## src/rtl/vedic_mult_seq_ctrl_pkg.sv

```systemverilog
// ---------------------------------------------------------------------------
// vedic_pkg
// Shared definitions for the sequenced Vedic multiplier controller:
//   state_e      - controller state encoding (IDLE / CALC / DONE)
//   NUM_STEPS    - number of partial products per full product
//   SEL_A_HI     - per-step select: 1 = feed the high half of A to the core
//   SEL_B_HI     - per-step select: 1 = feed the high half of B to the core
//   step_shift() - per-step left shift applied to the core product
// ---------------------------------------------------------------------------
package vedic_pkg;

   typedef enum logic [1:0] {
      ST_IDLE = 2'd0,
      ST_CALC = 2'd1,
      ST_DONE = 2'd2
   } state_e;

   localparam int unsigned NUM_STEPS = 32'd4;

   // Step order: lo*lo, hi*lo, lo*hi, hi*hi (bit index = step number).
   localparam logic [NUM_STEPS-1:0] SEL_A_HI = 4'b1010;
   localparam logic [NUM_STEPS-1:0] SEL_B_HI = 4'b1100;

   // Shift table {0, HALF, HALF, 2*HALF} indexed by step.
   function automatic int unsigned step_shift(input logic [1:0] step, input int unsigned half);
      int unsigned sh;
      case (step)
         2'd0:       sh = 32'd0;
         2'd1, 2'd2: sh = half;
         2'd3:       sh = 32'd2 * half;
         default:    sh = 32'd0;
      endcase
      return sh;
   endfunction

endpackage

```

## src/rtl/vedic_mult_seq_ctrl_if.sv

```systemverilog
// ---------------------------------------------------------------------------
// vedic_mult_seq_ctrl_if
// Bundles the operand handshake and the shared-core connection.
//   start/a/b        - operand request from the source
//   ready/busy/done  - controller status, done pulses when p updates
//   p                - 2*WIDTH product register
//   mul_a/mul_b      - HALF-bit operands to the shared multiplier core
//   mul_p            - combinational core product
// Modports: slave = the controller, master = source plus multiplier core.
// ---------------------------------------------------------------------------
interface vedic_mult_seq_ctrl_if #(
   parameter int WIDTH = 16
);
   localparam int HALF = WIDTH / 2;

   logic                 start;
   logic [WIDTH-1:0]     a;
   logic [WIDTH-1:0]     b;
   logic                 ready;
   logic                 busy;
   logic                 done;
   logic [2*WIDTH-1:0]   p;
   logic [HALF-1:0]      mul_a;
   logic [HALF-1:0]      mul_b;
   logic [2*HALF-1:0]    mul_p;

   modport slave (
      input  start, a, b, mul_p,
      output ready, busy, done, p, mul_a, mul_b
   );

   modport master (
      output start, a, b, mul_p,
      input  ready, busy, done, p, mul_a, mul_b
   );
endinterface

```

## src/rtl/vedic_mult_seq_ctrl_pp_shift_acc.sv

```systemverilog
// ---------------------------------------------------------------------------
// pp_shift_acc
// Shift-and-add accumulator for the partial products.
//   clk, rst_n - clock, asynchronous active-low reset
//   clear      - zero the accumulator (new product accepted)
//   enable     - add the shifted partial product this cycle
//   step       - current partial-product index, selects the shift
//   mul_p      - partial product from the shared core (WIDTH bits)
//   acc        - 2*WIDTH running sum
// ---------------------------------------------------------------------------
module pp_shift_acc
   import vedic_pkg::*;
#(
   parameter int WIDTH = 16
) (
   input  logic               clk,
   input  logic               rst_n,
   input  logic               clear,
   input  logic               enable,
   input  logic [1:0]         step,
   input  logic [WIDTH-1:0]   mul_p,
   output logic [2*WIDTH-1:0] acc
);
   localparam int unsigned HALF = WIDTH / 2;

   logic [2*WIDTH-1:0] term_s;
   logic [2*WIDTH-1:0] acc_r;

   // Zero-extend the partial product to full width, then apply the step shift.
   always_comb begin
      term_s = {{WIDTH{1'b0}}, mul_p} << step_shift(step, HALF);
   end

   // Accumulator register: clear has priority over accumulate.
   always_ff @(posedge clk or negedge rst_n) begin
      if (!rst_n) begin
         acc_r <= '0;
      end else if (clear) begin
         acc_r <= '0;
      end else if (enable) begin
         acc_r <= acc_r + term_s;
      end else begin
         acc_r <= acc_r;
      end
   end

   assign acc = acc_r;

endmodule

```

## src/rtl/vedic_mult_seq_ctrl.sv

```systemverilog
// ---------------------------------------------------------------------------
// vedic_mult_seq_ctrl
// Computes a WIDTH x WIDTH unsigned product by issuing four HALF x HALF
// partial products, one per cycle, to a shared external multiplier core.
//   clk   - rising-edge clock
//   rst_n - asynchronous active-low reset
//   bus   - slave side of vedic_mult_seq_ctrl_if:
//           start/a/b in, ready/busy/done/p out,
//           mul_a/mul_b to the core, mul_p back from the core
// A start accepted at edge N yields done during the cycle after edge N+4;
// the controller returns to IDLE one cycle later.
// ---------------------------------------------------------------------------
module vedic_mult_seq_ctrl
   import vedic_pkg::*;
#(
   parameter int WIDTH = 16
) (
   input  logic                  clk,
   input  logic                  rst_n,
   vedic_mult_seq_ctrl_if.slave  bus
);
   localparam int HALF = WIDTH / 2;

   state_e               state_r;
   state_e               state_s;
   logic [1:0]           step_r;
   logic [1:0]           step_s;
   logic [WIDTH-1:0]     a_r;
   logic [WIDTH-1:0]     a_s;
   logic [WIDTH-1:0]     b_r;
   logic [WIDTH-1:0]     b_s;
   logic [2*WIDTH-1:0]   p_r;
   logic                 ready_r;
   logic                 busy_r;
   logic                 done_r;
   logic                 clear_s;
   logic                 enable_s;
   logic                 p_load_s;
   logic [HALF-1:0]      mul_a_s;
   logic [HALF-1:0]      mul_b_s;
   logic [2*WIDTH-1:0]   acc_s;
   logic [2*WIDTH-1:0]   p_next_s;

   pp_shift_acc #(
      .WIDTH (WIDTH)
   ) u_acc (
      .clk    (clk),
      .rst_n  (rst_n),
      .clear  (clear_s),
      .enable (enable_s),
      .step   (step_r),
      .mul_p  (bus.mul_p),
      .acc    (acc_s)
   );

   // Next-state, step sequencing and operand capture.
   always_comb begin
      state_s  = state_r;
      step_s   = step_r;
      a_s      = a_r;
      b_s      = b_r;
      clear_s  = 1'b0;
      enable_s = 1'b0;
      p_load_s = 1'b0;
      case (state_r)
         ST_IDLE: begin
            if (bus.start) begin
               state_s = ST_CALC;
               step_s  = 2'd0;
               a_s     = bus.a;
               b_s     = bus.b;
               clear_s = 1'b1;
            end else begin
               state_s = ST_IDLE;
            end
         end
         ST_CALC: begin
            enable_s = 1'b1;
            if (step_r == 2'd3) begin
               // Step counter parks at 3; it restarts only from IDLE.
               state_s  = ST_DONE;
               p_load_s = 1'b1;
            end else begin
               step_s = step_r + 2'd1;
            end
         end
         ST_DONE: begin
            state_s = ST_IDLE;
         end
         default: begin
            state_s = ST_IDLE;
            step_s  = 2'd0;
         end
      endcase
   end

   // Core operand decode: half-select per step, zero outside CALC.
   always_comb begin
      mul_a_s = '0;
      mul_b_s = '0;
      if (state_r == ST_CALC) begin
         mul_a_s = SEL_A_HI[step_r] ? a_r[WIDTH-1:HALF] : a_r[HALF-1:0];
         mul_b_s = SEL_B_HI[step_r] ? b_r[WIDTH-1:HALF] : b_r[HALF-1:0];
      end else begin
         mul_a_s = '0;
         mul_b_s = '0;
      end
   end

   // Last partial product is folded in directly so p is ready on the DONE edge.
   always_comb begin
      p_next_s = acc_s + ({{WIDTH{1'b0}}, bus.mul_p} << WIDTH);
   end

   // State, operand and result registers plus registered status flags.
   always_ff @(posedge clk or negedge rst_n) begin
      if (!rst_n) begin
         state_r <= ST_IDLE;
         step_r  <= 2'd0;
         a_r     <= '0;
         b_r     <= '0;
         p_r     <= '0;
         ready_r <= 1'b1;
         busy_r  <= 1'b0;
         done_r  <= 1'b0;
      end else begin
         state_r <= state_s;
         step_r  <= step_s;
         a_r     <= a_s;
         b_r     <= b_s;
         if (p_load_s) begin
            p_r <= p_next_s;
         end else begin
            p_r <= p_r;
         end
         ready_r <= (state_s == ST_IDLE);
         busy_r  <= (state_s == ST_CALC);
         done_r  <= (state_s == ST_DONE);
      end
   end

   assign bus.ready = ready_r;
   assign bus.busy  = busy_r;
   assign bus.done  = done_r;
   assign bus.p     = p_r;
   assign bus.mul_a = mul_a_s;
   assign bus.mul_b = mul_b_s;

endmodule

```

## src/flat_wrapper.sv

```systemverilog
// flat-port wrapper written by rule: the top's interface ports become plain ports
module vedic_mult_seq_ctrl_flat import vedic_pkg::*;
#(
   parameter int WIDTH = 16
)
  (clk, rst_n, bus_start, bus_a, bus_b, bus_mul_p, bus_ready, bus_busy, bus_done, bus_p, bus_mul_a, bus_mul_b);
  vedic_mult_seq_ctrl_if #(.WIDTH(WIDTH)) bus_i ();
  input  logic clk;
  input  logic rst_n;
  input wire logic [$bits(bus_i.start)-1:0] bus_start;
  input wire logic [$bits(bus_i.a)-1:0] bus_a;
  input wire logic [$bits(bus_i.b)-1:0] bus_b;
  input wire logic [$bits(bus_i.mul_p)-1:0] bus_mul_p;
  output wire logic [$bits(bus_i.ready)-1:0] bus_ready;
  output wire logic [$bits(bus_i.busy)-1:0] bus_busy;
  output wire logic [$bits(bus_i.done)-1:0] bus_done;
  output wire logic [$bits(bus_i.p)-1:0] bus_p;
  output wire logic [$bits(bus_i.mul_a)-1:0] bus_mul_a;
  output wire logic [$bits(bus_i.mul_b)-1:0] bus_mul_b;
  assign bus_i.start = bus_start;
  assign bus_i.a = bus_a;
  assign bus_i.b = bus_b;
  assign bus_i.mul_p = bus_mul_p;
  assign bus_ready = bus_i.ready;
  assign bus_busy = bus_i.busy;
  assign bus_done = bus_i.done;
  assign bus_p = bus_i.p;
  assign bus_mul_a = bus_i.mul_a;
  assign bus_mul_b = bus_i.mul_b;
  vedic_mult_seq_ctrl #(.WIDTH(WIDTH)) u_core (.clk(clk), .rst_n(rst_n), .bus(bus_i));
endmodule
```

## config.mk

```make
export PLATFORM = sky130hd
export DESIGN_NAME = vedic_mult_seq_ctrl_flat
export DESIGN_NICKNAME = d
export VERILOG_FILES = /design/src/rtl/vedic_mult_seq_ctrl_pkg.sv /design/src/rtl/vedic_mult_seq_ctrl_if.sv /design/src/rtl/vedic_mult_seq_ctrl_pp_shift_acc.sv /design/src/rtl/vedic_mult_seq_ctrl.sv /design/src/flat_wrapper.sv
export SDC_FILE = /design/constraint.sdc
export NUM_CORES = 1
export LEC_CHECK = 0
export CORE_UTILIZATION = 50
export DETAILED_ROUTE_END_ITERATION = 10
export PLACE_DENSITY = 0.89
export REMOVE_ABC_BUFFERS = 1
export SLEW_MARGIN = 10
export SYNTH_ARGS = -nofsm -noshare
export SYNTH_HDL_FRONTEND = slang
export SYNTH_SLANG_ARGS = --single-unit
```

## constraint.sdc

```tcl
create_clock -name clk -period 3.6 [get_ports clk]
set_input_delay 1.08 -clock clk [delete_from_list [all_inputs] [get_ports clk]]
set_output_delay 1.08 -clock clk [all_outputs]
set_load 0.05 [all_outputs]
```

## Yosys cells after proc, flatten, opt, wreduce, memory -nomap -nowiden

Cells that the tools add are included.

- Output and inout port bits: 51
- Logic and storage cells: 53
- Bits of input ports: 51
- Register bits: 103

- Add/sub/neg operators: 3
- Bitwise gates (word level): 1
- Shift-type cells: 1
- $lt $le $gt $ge: 1
- Reduce and logical (&&, ||, !) cells: 7
- Multiplexer cells: 22
- Equal/unequal tests: 9

Operators by type and width:

| operator | number |
|---|---|
| 32-bit one-hot mux with 3 select lines | 1 |
| 32-bit adder | 2 |
| 32-bit 2-to-1 mux | 2 |
| 8-bit 2-to-1 mux | 4 |
| 16-bit by 32-bit << shifter with 32-bit output | 1 |
| 2-bit == test, second input constant | 4 |
| 1-bit 2-to-1 mux | 8 |
| 2-bit by 1-bit == test with 1-bit output, second input constant | 3 |
| 2-bit zero test | 3 |
| 2-bit 2-to-1 mux | 3 |
| 2-bit one-hot mux with 3 select lines | 1 |
| 1-bit binary-select mux with 2-bit select | 2 |
| 2-bit inequality test, second input constant | 2 |
| 2-bit one-hot mux with 2 select lines | 1 |
| 2-bit by 3-bit < comparator with 1-bit output, second input constant | 1 |
| 3-bit AND reduction | 1 |
| 2-bit by 1-bit adder with 2-bit output, second input constant | 1 |
| 2-bit AND reduction | 1 |
| 2-bit nonzero test | 1 |
| 2-bit OR reduction | 1 |
| 1-bit inverter | 1 |

## Logic depth before layout (Yosys ltp)

Gate-level depths: netlist (run 1).

- Depth in word-level cells: 7
- Depth in mapped cells: 15
- Depth with buffers taken out: 14

## Hierarchy

From an unflattened synthesis (run 1), not the netlist that was laid out.

- Cells, all modules: 744
- Area, all modules: 6,926.6 µm²

Modules (own cells, without submodules):

| module | sequential area each (µm²) | area each (µm²) | times used | cells an instance |
|---|---|---|---|---|
| vedic_mult_seq_ctrl | 1,778.0 | 3,577.2 | 1 | 347 |
| pp_shift_acc | 800.8 | 3,349.5 | 1 | 397 |

## Worst setup path before layout (run 1)

No wires, ideal clock.

- Kind: flip-flop to flip-flop
- From: reg u_core.step_r[0]
- To: reg u_core.u_acc.acc_r[24] (netlist: u_core.u_acc.acc[24])
- Data required time: 3.524 ns
- Path buffers: 1
- Data arrival time: 3.331 ns
- Stages on the path, launching flop included: 16
- Setup slack: 0.193 ns
- Clock period less this slack: 3.407 ns
- Library setup time: 0.076 ns
- Cells stage by stage: dfrtp_1 ha_1 buf_1 nor2_1 and2_1 ha_1 inv_1 fa_1 and2b_1 o2111ai_2 a21o_2 a21o_1 a41oi_2 a311oi_2 xor2_1 o21ai_1

- Word-level cells in the longest chain between the ends: 7
- Elaborated cells between the ends (all ways): 10
- Those cells by class: 1 x add/sub; 3 x eq/ne; 1 x shift; 3 x mux; 2 x reduce/logical

Ends and longest elaborated chain:

| element | line | text |
|---|---|---|
| start, declared | vedic_mult_seq_ctrl.sv:26 | `logic [1:0] step_r;` |
| start signal, assigned | vedic_mult_seq_ctrl.sv:128 | `step_r <= step_s;` |
| 2-bit by 1-bit == test with 1-bit output or 2-bit == test (tied branches) | vedic_mult_seq_ctrl_pkg.sv:27 | `case (step)` |
| 2-bit OR reduction | vedic_mult_seq_ctrl_pkg.sv:27 |  |
| 32-bit one-hot mux with 3 select lines (*) | vedic_mult_seq_ctrl_pkg.sv:27 |  |
| 16-bit by 32-bit << shifter with 32-bit output (*) | vedic_mult_seq_ctrl_pp_shift_acc.sv:31 | `term_s = {{WIDTH{1'b0}}, mul_p} << step_shift(step, HALF);` |
| 32-bit adder (*) | vedic_mult_seq_ctrl_pp_shift_acc.sv:41 | `acc_r <= acc_r + term_s;` |
| 32-bit 2-to-1 mux (*) | vedic_mult_seq_ctrl_pp_shift_acc.sv:40 | `end else if (enable) begin` |
| 32-bit 2-to-1 mux (*) | vedic_mult_seq_ctrl_pp_shift_acc.sv:38 | `end else if (clear) begin` |
| end signal, assigned | vedic_mult_seq_ctrl_pp_shift_acc.sv:41 |  |
| end signal, assigned | vedic_mult_seq_ctrl_pp_shift_acc.sv:43 | `acc_r <= acc_r;` |
| end, declared | vedic_mult_seq_ctrl_pp_shift_acc.sv:27 | `logic [2*WIDTH-1:0] acc_r;` |

Every way passes the cells marked *; elsewhere a longest branch is shown, timed or not. The select of a mux whose other input is x is not followed.
A chain may end at the register's enable or synchronous reset.

## Worst setup path after layout (run 1)

- From: in bus_mul_p[14]
- To: reg u_core.u_acc.acc_r[31] (netlist: u_core.u_acc.acc[31])

- Word-level cells in the longest chain between the ends: 4

Ends and longest elaborated chain:

| element | line | text |
|---|---|---|
| start, declared | flat_wrapper.sv:13 | `input wire logic [$bits(bus_i.mul_p)-1:0] bus_mul_p;` |
| 16-bit by 32-bit << shifter with 32-bit output | vedic_mult_seq_ctrl_pp_shift_acc.sv:31 |  |
| 32-bit adder | vedic_mult_seq_ctrl_pp_shift_acc.sv:41 |  |
| 32-bit 2-to-1 mux | vedic_mult_seq_ctrl_pp_shift_acc.sv:40 |  |
| 32-bit 2-to-1 mux | vedic_mult_seq_ctrl_pp_shift_acc.sv:38 |  |

No other way between the ends. The select of a mux whose other input is x is not followed.

==> run summary, run 1 <==
worst hold stages: 2
I/O pins: 102
top cell type's share of synthesized area: 37.8%
# Max-Cap Violations: 0
die area: 0.0140 mm2
syn_area_per_cell: 9.68 um2
Clk Latency, worst-skew pair: 360 ps
DRT Pass-1 Iters: 7
H-tree lvl count: 3
Num CTS Buffers: 9
CP Capture Type: flip-flop
Synth-to-Final Area Change: 33.3%
fmax: 0.279 GHz
Setup violations, final: 0
Tmin final: 3580 ps
CP Launch Point: bus_mul_p[14]
largest area contributor in the netlist: dfrtp_1
via count: 6106
most frequent cell after synthesis: dfrtp_1
Mapped Area: 0.00675 mm2
Synth warnings: 0
DRC violations left: 0
top_reg_cell synth: dfrtp_1
Die Ht: 118 um
Final Worst Setup Slack: 19.4 ps
Antenna Nets Post-Route: 0
WP data required: 3890 ps
layout cells sized above 1: 23.6%
largest net degree at the start of global routing: 55
most area-consuming cells after synthesis: dfrtp_1, ha_1, mux2_2
n_diodes: 0
Initial DRC Count: 458
wire length per cell: 17.1 um
GPL Wtd Cong: 0.983
Multi-input gate area: 0.00404 mm2
Reg area: 0.00258 mm2
Setup CP Type: input port to flip-flop
CTS root buffer: clkbuf_16
Hold Path Class: flip-flop to flip-flop
# hold bufs at CTS: 0
clock buffer depth: 2
Post-synth EDFFs: 0
Final period util: 99.5%
vias in the first global route: 6313
first-pass GRT wire length: 29.8 mm
Worst Reg-to-Reg Cells: 14
fill cell count: 948
Seq/Total Area, Yosys: 38.2%
Post-DP HPWL: 13.5 mm
IO Port Bufs: 101
grt total ovfl: 0
Site Rows: 42
total routed wirelength: 18.2 mm
Worst EP arrival: 3870 ps
dpl ws: -305 ps
clk_skew: 12.9 ps
CTS tree: yes
Via density: 5.74
Slew Limit Fails: 0
status: completed
top cells by count, synth: dfrtp_1, nand2_1, nor2_1
Slew Limit Headroom: 51.5%
total track usage: 27.0%
clock slew at reported path FFs: 70 ps
NumNets Final: 984
Yosys cell types: 67
Hold WS: 480 ps
worst slew pin tran: 727 ps
launch point of the worst reg-to-reg path: u_core.step_r[1]
Critical Path Start Type: input port
Post-Synthesis Cells: 698
Die Width: 118 um
Final Hold Fails: 0
Clock Sinks: 103
Max FO, Critical Path: 3
Core Region: 0.0132 mm2
HP Start: u_core.bus.p[25]
initial antenna violation count: 0
asr flop ratio synth: 100%
Initial Util: 51.2%
Yosys reg bits: 103
## worst paths after layout
check	slack, ps	endpoint
min in group asynchronous	780	u_core.bus.p[15]
max in group asynchronous	2110	u_core.u_acc.acc[25]
worst min-delay path	480	u_core.bus.p[25]
worst min register to register	480	u_core.bus.p[25]
worst max-delay path	20	u_core.u_acc.acc[31]
worst max register to register	200	u_core.u_acc.acc[18]
## registers in the layout, indices dropped and copies added, names as in the netlist
register          flops
u_core.bus.done       1
u_core.b_r           16
u_core.u_acc.acc     32
u_core.bus.ready      1
u_core.state_r        2
u_core.a_r           16
u_core.bus.busy       1
u_core.bus.p         32
u_core.step_r         2
## cells in the final DEF, fill, tap and decap left out, drive strengths merged, types with 20 or more instances in the layout
cell type      netlist  routed
a21oi               47      47
inv                 18      20
o21ai               61      61
buf                 10     105
dfrtp              102     102
mux2i               27      27
mux2                49      49
nor2                50      50
clkdlybuf4s50        0      99
ha                  49      49
nand2               79      79
## critical path: stages
cell and delay (ps):
clkdlybuf4s50_1 500, buf_4 190, a22o_1 190, ha_1 310
a21oi_1 280, o21ai_0 290, a32oi_1 250, o211ai_1 140
or3_1 380, a21o_1 200, o211ai_2 60
## metal layers
layer	track usage, %	vias to the layer above	wire length, um
li1	-	2871	-
met1	33.0	2907	7710
met2	44.4	248	8340
met3	5.16	80	1210
met4	15.8	0	902
met5	0	-	0
## metrics by stage
stage | TNS, ps | instances | cell area (um2) | utilization (%)
2_1_floorplan | 0 | 666 | 6620 | -
3_3_place_gp | -2090 | 1044 | 8630 | 65.4
3_5_place_dp | -2830 | 1044 | 8630 | 65.4
4_1_cts | 0 | 1060 | 8930 | 67.7
5_1_grt | -50.4 | 1063 | 9010 | 68.3
6_report | 0 | 1063 | 9010 | 68.3
## timing repair
action,CTS,global route
endpoints found under the hold margin,0,0
buffers inserted,0,3
setup endpoints to repair,0,11
gates resized for setup,0,18
## cell families after synthesis
family | after synthesis | synth area share [%]
and+or+nand+nor | 192 | 13.1
AOI/OAI and AO/OA | 188 | 19.0
DFF | 103 | 38.2
muxes | 76 | 12.2
adders and majority gates | 51 | 9.67
buffers and inverters | 50 | 2.95
xor gates and xnor gates | 38 | 4.93
## area by class of cell
type / count / area share, %
clock buffer: 10 / 2.54
timing repair buffer: 205 / 20.0
inverter: 18 / 0.750
tap: 176 / 2.45
multi-input combinational: 545 / 44.8
clock inverter: 6 / 0.764
sequential: 103 / 28.6
Power of run 1 is not shown: default switching activity piles up to over one toggle a cycle in this logic, so the estimate is an artifact.
==> inputs of run 2 (changes only) <==
MAX_ROUTING_LAYER = met4   (was not set)
==> run summary, run 2 (same netlist as run 1, synthesis figures left out) <==
status: completed
flop-to-flop setup slack: 210 ps (about the same)
Setup violations, final: 0 (unchanged)
Hold WS: 479 ps (-1.07 ps)
Core Region: 0.0132 mm2 (unchanged)
Die Ht: 118 um (unchanged)
n_diodes: 0 (unchanged)
Critical Path Start Type: input port
total routed wirelength: 18.2 mm (+0.21%)
fill cell count: 992 (+4.6%)
total track usage: 27.9% (+0.96 points)
wire length per cell: 17.0 um (-0.45%)
Synth-to-Final Area Change: 33.6%
I/O pins: 102 (unchanged)
Setup CP Type: input port to flip-flop
# hold bufs at CTS: 0 (unchanged)
Slew Limit Headroom: 63.8% (+12 points)
fmax: 0.288 GHz (+3.2%)
vias in the first global route: 6134 (-2.8%)
Antenna Nets Post-Route: 0 (unchanged)
Slew Limit Fails: 0 (unchanged)
RR Endpoint: u_core.u_acc.acc[30]
DRT Pass-1 Iters: 6 (-1)
worst hold stages: 2 (unchanged)
Site Rows: 42 (unchanged)
H-tree lvl count: 3 (unchanged)
clock buffer depth: 2 (unchanged)
die area: 0.0140 mm2 (unchanged)
NumNets Final: 991 (+0.71%)
GPL Wtd Cong: 0.943 (-4.1%)
Clock Sinks: 103 (unchanged)
clock slew at reported path FFs: 70 ps (about the same)
Post-DP HPWL: 13.9 mm (+2.5%)
commonest non-fill, non-tap cell in the layout: buf_4
Reg area: 0.00258 mm2 (unchanged)
Via density: 5.64 (-1.9%)
Final Worst Setup Slack: 132 ps (+112 ps)
via count: 6030 (-1.2%)
Hold Path Class: flip-flop to flip-flop
DRC violations left: 0 (unchanged)
WP data required: 3840 ps (-50 ps)
Clk Latency, worst-skew pair: 360 ps (about the same)
Die Width: 118 um (unchanged)
post-route cell area: 0.00902 mm2 (+0.19%)
Worst EP arrival: 3700 ps (-170 ps)
grt total ovfl: 0 (unchanged)
dpl ws: -355 ps (-50.4 ps)
Num CTS Buffers: 9 (unchanged)
Max FO, Critical Path: 5 (+2)
largest net degree at the start of global routing: 72 (+31%)
Initial Util: 51.2% (unchanged)
HP Start: u_core.bus.p[23]
layout cells sized above 1: 23.6% (+0.039 points)
initial antenna violation count: 1 (+1)
CP Capture Type: flip-flop
placed cell areas: 0.00870 mm2 (+0.78%)
CP Launch Point: bus_mul_p[5]
clk_skew: 7.02 ps (-5.91 ps)
Final Hold Fails: 0 (unchanged)
# Max-Cap Violations: 0 (unchanged)
worst slew pin tran: 542 ps (-185 ps)
IO Port Bufs: 101 (unchanged)
final cell count without fillers: 1070 (+0.66%)
unrepaired setup endpoints after global routing: true
Multi-input gate area: 0.00402 mm2 (-0.50%)
launch point of the worst reg-to-reg path: u_core.step_r[0]
Initial DRC Count: 408 (-11%)
CTS root buffer: clkbuf_16
WHS Endpoint: u_core.bus.p[23]
CTS tree: yes
Final period util: 96.3% (-3.1 points)
Tmin final: 3470 ps (-112 ps)
first-pass GRT wire length: 30.0 mm (+0.51%)
dpl cells: 1053 (+0.86%)
commonest cells after routing, fill and taps aside: buf_4, dfrtp_1, clkdlybuf4s50_1
Worst Reg-to-Reg Cells: 14 (unchanged)
run 2: cell types whose count changed in the layout (fill, tap and decap cells not counted), moves of 2 or more:
cell,delta
a21oi_1,+3
a21oi_2,-3
buf_4,+7
inv_6,-2
inv_8,+2
mux2i_1,-2
mux2i_2,+2
run 2: worst max path at each step:
stage          depth (start not counted)                    to  slack (ps)
2_1_floorplan                         14  u_core.u_acc.acc[30]          40
3_3_place_gp                          11  u_core.u_acc.acc[31]        -370
3_5_place_dp                          11  u_core.u_acc.acc[31]        -350
4_1_cts                               11  u_core.u_acc.acc[31]          20
5_1_grt                               11  u_core.u_acc.acc[31]         -30
6_report                              12  u_core.u_acc.acc[30]         130
run 2: layout make-up:
class                           instances  area share [%]
Multi-Input combinational cell        545            44.5
Sequential cell                       103            28.6
Timing Repair Buffer                  212            20.6
Clock buffer                            9            2.50
Tap cell                              176            2.44
Inverter                               18           0.749
Clock inverter                          7           0.638
run 2: repair_timing:
item,in CTS,in global routing
setup buffers,0,1
endpoints found under the setup margin,0,10
resized for setup,0,11
run 2: layer usage:
layer	vias to the layer above	track usage [%]	wire length [um]
met5	-	-	0
met1	2887	35.6	8090
li1	2888	-	-
met3	38	4.15	1020
met4	0	10.8	476
met2	217	44.9	8620
run 2: worst max-delay path: stages:
cell and delay [ps]:
clkdlybuf4s50_1 490, buf_4 180, and2_1 170, ha_1 370
buf_4 140, o2111ai_2 100, a21o_2 270, o21ai_4 220
a31oi_4 130, o41ai_2 320, xnor2_1 160, o21ai_1 70
run 2: through the flow:
| stage | TNS (ps) | utilization, % |
|---|---|---|
| final | 0 | 68.4 |
| after global routing | -44.5 | 68.4 |
| after CTS | 0 | 68.1 |
| after detailed placement | -3040 | 65.9 |
| after global placement | -2450 | 65.9 |
| after floorplan | 0 | - |
Power of run 2 is left out for the same reason.
==> inputs of run 3 (changes only) <==
CORE_UTILIZATION = 40   (was 50)
PLACE_DENSITY = 0.75   (was 0.89)
==> run summary, run 3 (same netlist as run 1, synthesis figures left out) <==
status: completed
Slew Limit Fails: 0 (unchanged)
Initial Util: 40.9% (-10 points)
Setup CP Type: input port to flip-flop
grt total ovfl: 0 (unchanged)
die area: 0.0174 mm2 (+25%)
Final Hold Fails: 0 (unchanged)
GR Util met2: 35.2% (-9.8 points)
Reg area: 0.00258 mm2 (unchanged)
H-tree lvl count: 3 (unchanged)
Die Width: 132 um (+12%)
CP Capture Type: flip-flop
worst slew pin tran: 609 ps (+66.4 ps)
Hold Path Class: flip-flop to flip-flop
flop-to-flop setup slack: 250 ps (+40 ps)
Max FO, Critical Path: 6 (+1)
Die Ht: 132 um (+12%)
clk_skew: 11.0 ps (+3.95 ps)
Worst EP arrival: 3680 ps (-20 ps)
initial antenna violation count: 0 (-1)
largest net degree at the start of global routing: 46 (-36%)
CTS root buffer: clkbuf_16
n_diodes: 0 (unchanged)
placed cell areas: 0.00884 mm2 (+1.7%)
Via density: 5.23 (-7.1%)
clock slew at reported path FFs: 60 ps (about the same)
Setup violations, final: 0 (unchanged)
NumNets Final: 1002 (+1.1%)
fill cell count: 1473 (+48%)
# Post-CTS Setup Buffers: 0 (unchanged)
I/O pins: 102 (unchanged)
Synth-to-Final Area Change: 36.0%
global routing's busiest layer: met2
layout cells sized above 1: 24.0% (+0.38 points)
Antenna Nets Post-Route: 0 (unchanged)
CTS tree: yes
fmax: 0.290 GHz (+0.42%)
DRC violations left: 0 (unchanged)
WP data required: 3820 ps (-20 ps)
Num CTS Buffers: 9 (unchanged)
GR Layer Usage met1: 28.1% (-7.4 points)
Multi-input gate area: 0.00400 mm2 (-0.50%)
Final period util: 95.9% (-0.40 points)
post-route cell area: 0.00918 mm2 (+1.8%)
wire length per cell: 15.9 um (-6.3%)
commonest cells after routing, fill and taps aside: buf_4, dfrtp_1, clkdlybuf4s50_1
commonest non-fill, non-tap cell in the layout: buf_4
Tmin final: 3450 ps (-14.4 ps)
Critical Path Start Type: input port
GPL Wtd Cong: 0.921 (-2.4%)
Clock Sinks: 103 (unchanged)
Initial DRC Count: 300 (-26%)
Site Rows: 47 (+12%)
M3 GR Usage: 4.15% (about the same)
Worst Reg-to-Reg Cells: 14 (unchanged)
clock buffer depth: 2 (unchanged)
Slew Limit Headroom: 59.4% (-4.4 points)
Core Region: 0.0165 mm2 (+25%)
unrepaired setup endpoints after global routing: false
Clk Latency, worst-skew pair: 360 ps (about the same)
total track usage: 22.1% (-5.8 points)
via count: 5889 (-2.3%)
total routed wirelength: 17.9 mm (-1.5%)
Post-DP HPWL: 14.1 mm (+2.0%)
first-pass GRT wire length: 29.4 mm (-2.0%)
# Max-Cap Violations: 0 (unchanged)
IO Port Bufs: 101 (unchanged)
worst hold stages: 2 (unchanged)
DRT Pass-1 Iters: 4 (-2)
vias in the first global route: 5888 (-4.0%)
==> run 3: final timing paths <==
path | start | to
worst max register to register | u_core.step_r[1] | u_core.u_acc.acc[21]
worst min-delay path | u_core.bus.p[19] | u_core.bus.p[19]
worst min register to register | u_core.bus.p[19] | u_core.bus.p[19]
worst max-delay path | bus_mul_p[7] | u_core.u_acc.acc[22]
max in group asynchronous | rst_n | u_core.bus.p[5]
min in group asynchronous | rst_n | u_core.b_r[9]
==> run 3: stage by stage <==
stage | cells | hold slack [ps] | util [%] | setup TNS (ps) | worst slack, ps
after floorplan | 666 | 472 | - | 0 | 38.6
after global placement | 1109 | 461 | 53.5 | -1810 | -282
after detailed placement | 1109 | 471 | 53.5 | -2360 | -304
after CTS | 1125 | 487 | 55.5 | 0 | 70.8
after global routing | 1125 | 507 | 55.6 | 0 | 10.8
final | 1125 | 483 | 55.6 | 0 | 146
==> run 3: critical path, cell delays in order <==
cell and delay [ps]:
clkdlybuf4s50_1 520, mux2i_1 210, buf_4 150, nor2_1 40, ha_1 360, a21oi_1 270
o21ai_1 150, a31oi_1 190, o21ai_1 110, a31oi_4 210, buf_4 140, xnor2_1 120
o21ai_0 110
==> run 3: layout make-up <==
cell class | instances | area share (%)
clock inverter | 7 | 1.12
multi-input combinational | 545 | 43.5
clock buffer | 9 | 2.45
timing repair buffer | 223 | 21.1
sequential | 103 | 28.1
inverter | 18 | 0.736
tap | 220 | 3.00
==> run 3: metal layers <==
layer / vias up / wire length [um]
li1: 2905 / -
met1: 2788 / 8300
met2: 164 / 8160
met3: 32 / 972
met4: 0 / 493
met5: - / 0
==> run 3: repair_timing <==
action	CTS	global route
hold endpoints to repair	0	0
hold buffers	0	0
gates resized for setup	0	4
endpoints found under the setup margin	0	8
Power of run 3 is left out for the same reason.
